--- src/rtl/stream_mux_rr.sv ---
// stream_mux_rr: N:1 valid/ready stream multiplexer with a registered output.
//
// The grant comes either from an external select (mode = 0) or from a
// round-robin search among the valid inputs, starting just after the channel
// granted last (mode = 1). The accepted beat lands in the output register one
// cycle after the input handshake. The output register can accept a new beat
// whenever it is empty or being drained in the same cycle, so a continuously
// ready consumer sees one beat per cycle.
//
// Optional build macro STREAM_MUX_PKT_LOCK_EN adds packet locking: after a
// granted beat with in_last = 0, the grant stays on that channel, in either
// mode, until a beat with in_last = 1 is transferred.
//
// Parameters:
//   N      number of input channels (>= 2)
//   WIDTH  data bits per channel
//   SELW   select / channel-id width, derived from N
//
// Ports:
//   clk        clock, rising edge
//   rst        synchronous active-high reset
//   mode       0 = fixed select, 1 = round-robin
//   sel        channel index used in fixed mode
//   in_data    channel i at bits [i*WIDTH +: WIDTH]
//   in_valid   per-channel valid
//   in_ready   per-channel ready (combinational, forced low during reset)
//   in_last    per-channel end-of-packet  (STREAM_MUX_PKT_LOCK_EN only)
//   out_data   registered output data
//   out_chan   channel that supplied out_data
//   out_valid  output register holds a beat
//   out_last   end-of-packet of held beat (STREAM_MUX_PKT_LOCK_EN only)
//   out_ready  consumer accepts the beat
module stream_mux_rr #(
    parameter int N     = 4,
    parameter int WIDTH = 4,
    parameter int SELW  = $clog2(N)
) (
    input  logic               clk,
    input  logic               rst,
    input  logic               mode,
    input  logic [SELW-1:0]    sel,
    input  logic [N*WIDTH-1:0] in_data,
    input  logic [N-1:0]       in_valid,
    output logic [N-1:0]       in_ready,
`ifdef STREAM_MUX_PKT_LOCK_EN
    input  logic [N-1:0]       in_last,
    output logic               out_last,
`endif
    output logic [WIDTH-1:0]   out_data,
    output logic [SELW-1:0]    out_chan,
    output logic               out_valid,
    input  logic               out_ready
);

    logic [WIDTH-1:0] chan_data [N];

    for (genvar i = 0; i < N; i++) begin : g_unpack
        assign chan_data[i] = in_data[i*WIDTH +: WIDTH];
    end

    logic [WIDTH-1:0] out_data_q, out_data_d;
    logic [SELW-1:0]  out_chan_q, out_chan_d;
    logic             out_valid_q, out_valid_d;
    logic [SELW-1:0]  ptr_q, ptr_d;

`ifdef STREAM_MUX_PKT_LOCK_EN
    logic             lock_q, lock_d;
    logic [SELW-1:0]  lock_chan_q, lock_chan_d;
    logic             out_last_q, out_last_d;
`endif

    logic             load;
    logic [SELW-1:0]  rr_gnt;
    logic             rr_hit;
    logic [SELW-1:0]  idx;
    logic             fx_vld;
    logic [SELW-1:0]  gnt;
    logic             gnt_vld;
    logic             xfer;

    // Output register is free when empty or being drained this cycle.
    assign load = ~out_valid_q | out_ready;

    // First valid channel at or after ptr+1, wrapping modulo N.
    always_comb begin
        rr_gnt = '0;
        rr_hit = 1'b0;
        idx    = '0;
        for (int unsigned k = 1; k <= N; k++) begin
            idx = SELW'((32'(ptr_q) + k) % N);
            if (!rr_hit && in_valid[idx]) begin
                rr_hit = 1'b1;
                rr_gnt = idx;
            end
        end
    end

    // A select beyond the last channel (N not a power of two) grants nothing.
    assign fx_vld = (32'(sel) < N) ? in_valid[sel] : 1'b0;

    always_comb begin
        gnt     = sel;
        gnt_vld = fx_vld;
        if (mode) begin
            gnt     = rr_gnt;
            gnt_vld = |in_valid;
        end
`ifdef STREAM_MUX_PKT_LOCK_EN
        if (lock_q) begin
            gnt     = lock_chan_q;
            gnt_vld = in_valid[lock_chan_q];
        end
`endif
    end

    assign xfer = load & gnt_vld;

    always_comb begin
        in_ready = '0;
        for (int unsigned i = 0; i < N; i++) begin
            in_ready[i] = xfer & ~rst & (gnt == SELW'(i));
        end
    end

    always_comb begin
        out_data_d  = out_data_q;
        out_chan_d  = out_chan_q;
        out_valid_d = out_valid_q;
        ptr_d       = ptr_q;
`ifdef STREAM_MUX_PKT_LOCK_EN
        lock_d      = lock_q;
        lock_chan_d = lock_chan_q;
        out_last_d  = out_last_q;
`endif
        if (load) begin
            if (gnt_vld) begin
                out_data_d  = chan_data[gnt];
                out_chan_d  = gnt;
                out_valid_d = 1'b1;
                ptr_d       = gnt;
`ifdef STREAM_MUX_PKT_LOCK_EN
                out_last_d  = in_last[gnt];
                lock_d      = ~in_last[gnt];
                lock_chan_d = gnt;
`endif
            end else begin
                out_valid_d = 1'b0;
            end
        end
    end

    always_ff @(posedge clk) begin
        if (rst) begin
            out_data_q  <= '0;
            out_chan_q  <= '0;
            out_valid_q <= 1'b0;
            ptr_q       <= SELW'(N - 1);
`ifdef STREAM_MUX_PKT_LOCK_EN
            lock_q      <= 1'b0;
            lock_chan_q <= '0;
            out_last_q  <= 1'b0;
`endif
        end else begin
            out_data_q  <= out_data_d;
            out_chan_q  <= out_chan_d;
            out_valid_q <= out_valid_d;
            ptr_q       <= ptr_d;
`ifdef STREAM_MUX_PKT_LOCK_EN
            lock_q      <= lock_d;
            lock_chan_q <= lock_chan_d;
            out_last_q  <= out_last_d;
`endif
        end
    end

    assign out_data  = out_data_q;
    assign out_chan  = out_chan_q;
    assign out_valid = out_valid_q;
`ifdef STREAM_MUX_PKT_LOCK_EN
    assign out_last  = out_last_q;
`endif

endmodule

--- config.mk ---
export PLATFORM = sky130hd
export DESIGN_NAME = stream_mux_rr
export DESIGN_NICKNAME = d
export VERILOG_FILES = /design/src/rtl/stream_mux_rr.sv
export SDC_FILE = /design/constraint.sdc
export NUM_CORES = 1
export LEC_CHECK = 0
export ABC_CLOCK_PERIOD_IN_PS = 1800
export BUFFER_PORTS_ARGS = -buffer_cell sky130_fd_sc_hd__buf_4
export CAP_MARGIN = 5
export CORE_MARGIN = 2
export CORE_UTILIZATION = 45
export DETAILED_ROUTE_END_ITERATION = 10
export HOLD_SLACK_MARGIN = 0.1
export PLACE_DENSITY = 0.78
export SLEW_MARGIN = 0
export SYNTH_ARGS = -nofsm -noshare
export SYNTH_HDL_FRONTEND = slang
export SYNTH_SLANG_ARGS = --single-unit
--- constraint.sdc ---
create_clock -name clk -period 1.8 [get_ports clk]
set_input_delay 0.09 -clock clk [delete_from_list [all_inputs] [get_ports clk]]
set_output_delay 0.09 -clock clk [all_outputs]
set_load 0.01 [all_outputs]
==> impl_metrics.py <==
metrics = {
    "status": {
        "outcome": "complete, but fails checks",
        "violations": "negative setup slack",
    },
    "cts": {
        "clk_pin_slew_ps": 70,
        "cts_max_path_buffers": 2,
        "cts_buffers": 3,
        "insertion_delay_ps": 270,
        "htreeDepth": 1,
        "cts_tree": "done",
        "cts-root-buf": "clkbuf_4",
        "clock_sinks": 9,
    },
    "floorplanning": {
        "core_mm2": 0.00169,
        "die_w_um": 46.1,
        "initial_core_util_pct": 47.2,
        "die-area_mm2": 0.00212,
        "rows": 15,
        "pin_count": 37,
        "dieHeight_um": 46.1,
    },
    "route": {
        "drc": 0,
        "drtIter0Drc": 26,
        "wl_um": 2460,
        "vias": 950,
        "dr.pass1.iters": 4,
        "antenna_left": 0,
        "routedWlPerCell_um": 15.6,
        "vias_per_cell": 6.01,
    },
    "logic_synthesis": {
        "netlist_area_um2": 797,
        "synth_cell_types": 41,
        "seq_area_frac_synth_pct": 22.6,
        "yosys-top-cells-area": "dfxtp_1 23%, a32oi_1 8.8%, nor2b_1 7.8%",
        "synth_warnings": 0,
        "yosys.area.top_type": "dfxtp_1",
        "ys_seq_elements": 9,
        "synth_top_cell_area_share_pct": 22.6,
        "synth_nets": 124,
        "avgSynthCellArea_um2": 8.13,
        "synthCells": 98,
    },
    "finish": {
        "fin_area_mm2": 0.00121,
        "antenna_cells": 0,
        "nets": 168,
        "drive_gt1_share_pct": 44.7,
        "area_growth_pct": 51.8,
    },
    "sta": {
        "worstMarginPinSlew_ps": 671,
        "fin_crit_sh_pct": 104,
        "fin_hold_ws_ps": 133,
        "finalHoldViolCount": 0,
        "setup_viol": 7,
        "rsz0062_at_grt": "yes",
        "skew_ps": 10.6,
        "fmax_ghz": 0.533,
        "period_needed_ps": 1880,
        "final_max_slew_viol_count": 0,
        "max_slew_margin_pct": 55.3,
        "tns_ps": -247,
        "fin_ws_ps": -76.1,
    },
    "power": {
        "report.power.total_uw": 738,
        "p_int_uw": 481,
        "cellPowerDensity_mw_per_mm2": 610,
        "peakVddDrop_uv": 544,
        "p_seq_share_pct": 32.9,
        "cellLeakagePower_uw": 0.000524,
        "clkPwrFrac_pct": 22.1,
        "p_sw_uw": 257,
        "p_comb_share_pct": 45.0,
        "swShare_pct": 34.8,
    },
    "grt": {
        "grt_overflow_total": 0,
        "grt_pass1_vias": 814,
        "antenna_found_initial": 0,
        "grtUsageTotal_pct": 23.6,
        "grt_max_degree": 14,
        "grt_pass1_wl_um": 3610,
    },
    "setup_path": {
        "criticalPathCategory": "reg -> out",
        "crit_path_max_fanout": 6,
        "crit_chain": "or3b_1 > a21oi_2 > o311ai_4 > and2_4 > nor4_2 > buf_4",
        "cp_slowest_cell": "or3b_1",
        "critPathMaxStageDelay_ps": 370,
        "crit_path_end_kind": "output port",
        "worstPathArrival_ps": 1790,
        "start_kind": "flip-flop",
        "worstPathRequired_ps": 1710,
    },
    "placement": {
        "routabilityCongestion": 0.907,
        "dp_hpwl_um": 1690,
        "io_buffers": 36,
        "placed_cell_area_mm2": 0.00106,
    },
    "min_path": {
        "hold_class": "in -> reg",
    },
    "run": {
        "max_cap_viol_count": 0,
    },
}
==> critical path: cells and delay by family, from the launching register on <==
kind / cells / cell delay, ps
and+or+nand+nor: 3 / 680
AOI/OAI and AO/OA: 2 / 320
buffers and inverters: 1 / 160
DFF: 1 / 360
==> state kept, by name (all words and copies together), names as in the netlist <==
signal,flops
ptr_q,2
out_data,4
out_chan,2
out_valid,1
==> timing repair <==
item / 4_1_cts / 5_1_grt
resized for setup: 12 / 7
hold buffers: 1 / 0
setup endpoints to repair: 4 / 8
pin swaps: 7 / 0
cloned: 0 / 0
setup buffers: 4 / 2
endpoints found under the hold margin: 2 / 0
==> synthesized netlist by cell type (all sizes together) <==
cell type,count
buf,3
o21bai,1
a21o,1
nand3,3
nand2,5
inv,4
a22oi,1
o311ai,1
and3,2
nor2,6
and2,1
or2b,1
a32oi,8
nor2b,10
a211oi,1
nor4,2
o21ba,1
o22a,1
or3b,1
and3b,1
mux2i,1
o41ai,1
clkbuf,3
nand3b,6
a221o,1
o221ai,6
a211o,1
nor3,2
o21ai,3
o221a,1
nand2b,4
nor4b,1
nor3b,1
dfxtp,9
a21oi,4
==> per-stage QoR <==
stage          setup WS, ps  std cells  utilization, %
2_1_floorplan          75.1         98               -
3_3_place_gp           47.0        147            63.0
3_5_place_dp          -16.7        147            63.0
4_1_cts               -51.7        156            69.4
5_1_grt                -118        158            71.6
6_report              -76.1        158            71.6
==> layer usage <==
| layer | up-vias | global-route usage (%) | part of all wire (%) |
|---|---|---|---|
| li1 | 468 | - | - |
| met5 | - | 0 | 0 |
| met1 | 435 | 28.1 | 40 |
| met2 | 45 | 41.7 | 51 |
| met4 | 0 | 5.71 | 0.41 |
| met3 | 2 | 6.27 | 8.4 |
==> area by class of cell <==
class                   instances  area (µm²)
multi-input cells              79         616
fillers                       136         479
repair buffers                 45         344
flip-flops and latches          9         188
clock buffers                   4        26.3
well taps                      17        21.3
inverters                       4        15.0
==> logic make-up (layout without fill, tap and decap cells) <==
group,count (synthesis),in the layout,share of synthesized area (%)
simple gates,46,46,35.8
flops,9,9,22.6
mux,1,1,1.26
compound gates,32,32,33.6
buf+inv,10,53,6.75
==> power by group through the flow <==
stage | clock network [µW] | logic, µW | registers [µW]
6_report | 163 | 332 | 243
5_1_grt | 177 | 358 | 246
4_1_cts | 166 | 308 | 245
3_5_place_dp | 0 | 277 | 248
3_3_place_gp | 0 | 271 | 246
2_1_floorplan | 0 | 163 | 250
==> placed cells by master (no fill, tap or decap), types with 2 or more instances in the layout <==
master     n
clkbuf_4   3
nor2_1     6
a21oi_1    3
inv_1      4
dfxtp_1    7
nor4_2     2
o221ai_2   3
buf_4     43
and3_1     2
nand3b_1   6
o21ai_2    2
nand2b_1   3
nor3_1     2
a32oi_1    7
nor2b_1   10
dfxtp_4    2
nand2_1    4
o221ai_1   3
nand3_1    3
==> path summary, 6_finish.rpt <==
kind | startpoint | end | slack (ps) | cells after the start
setup reg to reg | ptr_q[1]$_SDFFE_PP1N_ | out_data[1]$_SDFFE_PP0N_ | -30 | 6
hold / removal | in_data[2] | out_data[2]$_SDFFE_PP0N_ | 130 | 3
hold reg to reg | out_chan[0]$_SDFFE_PP0N_ | out_chan[0]$_SDFFE_PP0N_ | 460 | 2
setup / recovery | ptr_q[1]$_SDFFE_PP1N_ | in_ready[3] | -80 | 6
Note: power is estimated with default switching activity, not from simulation.
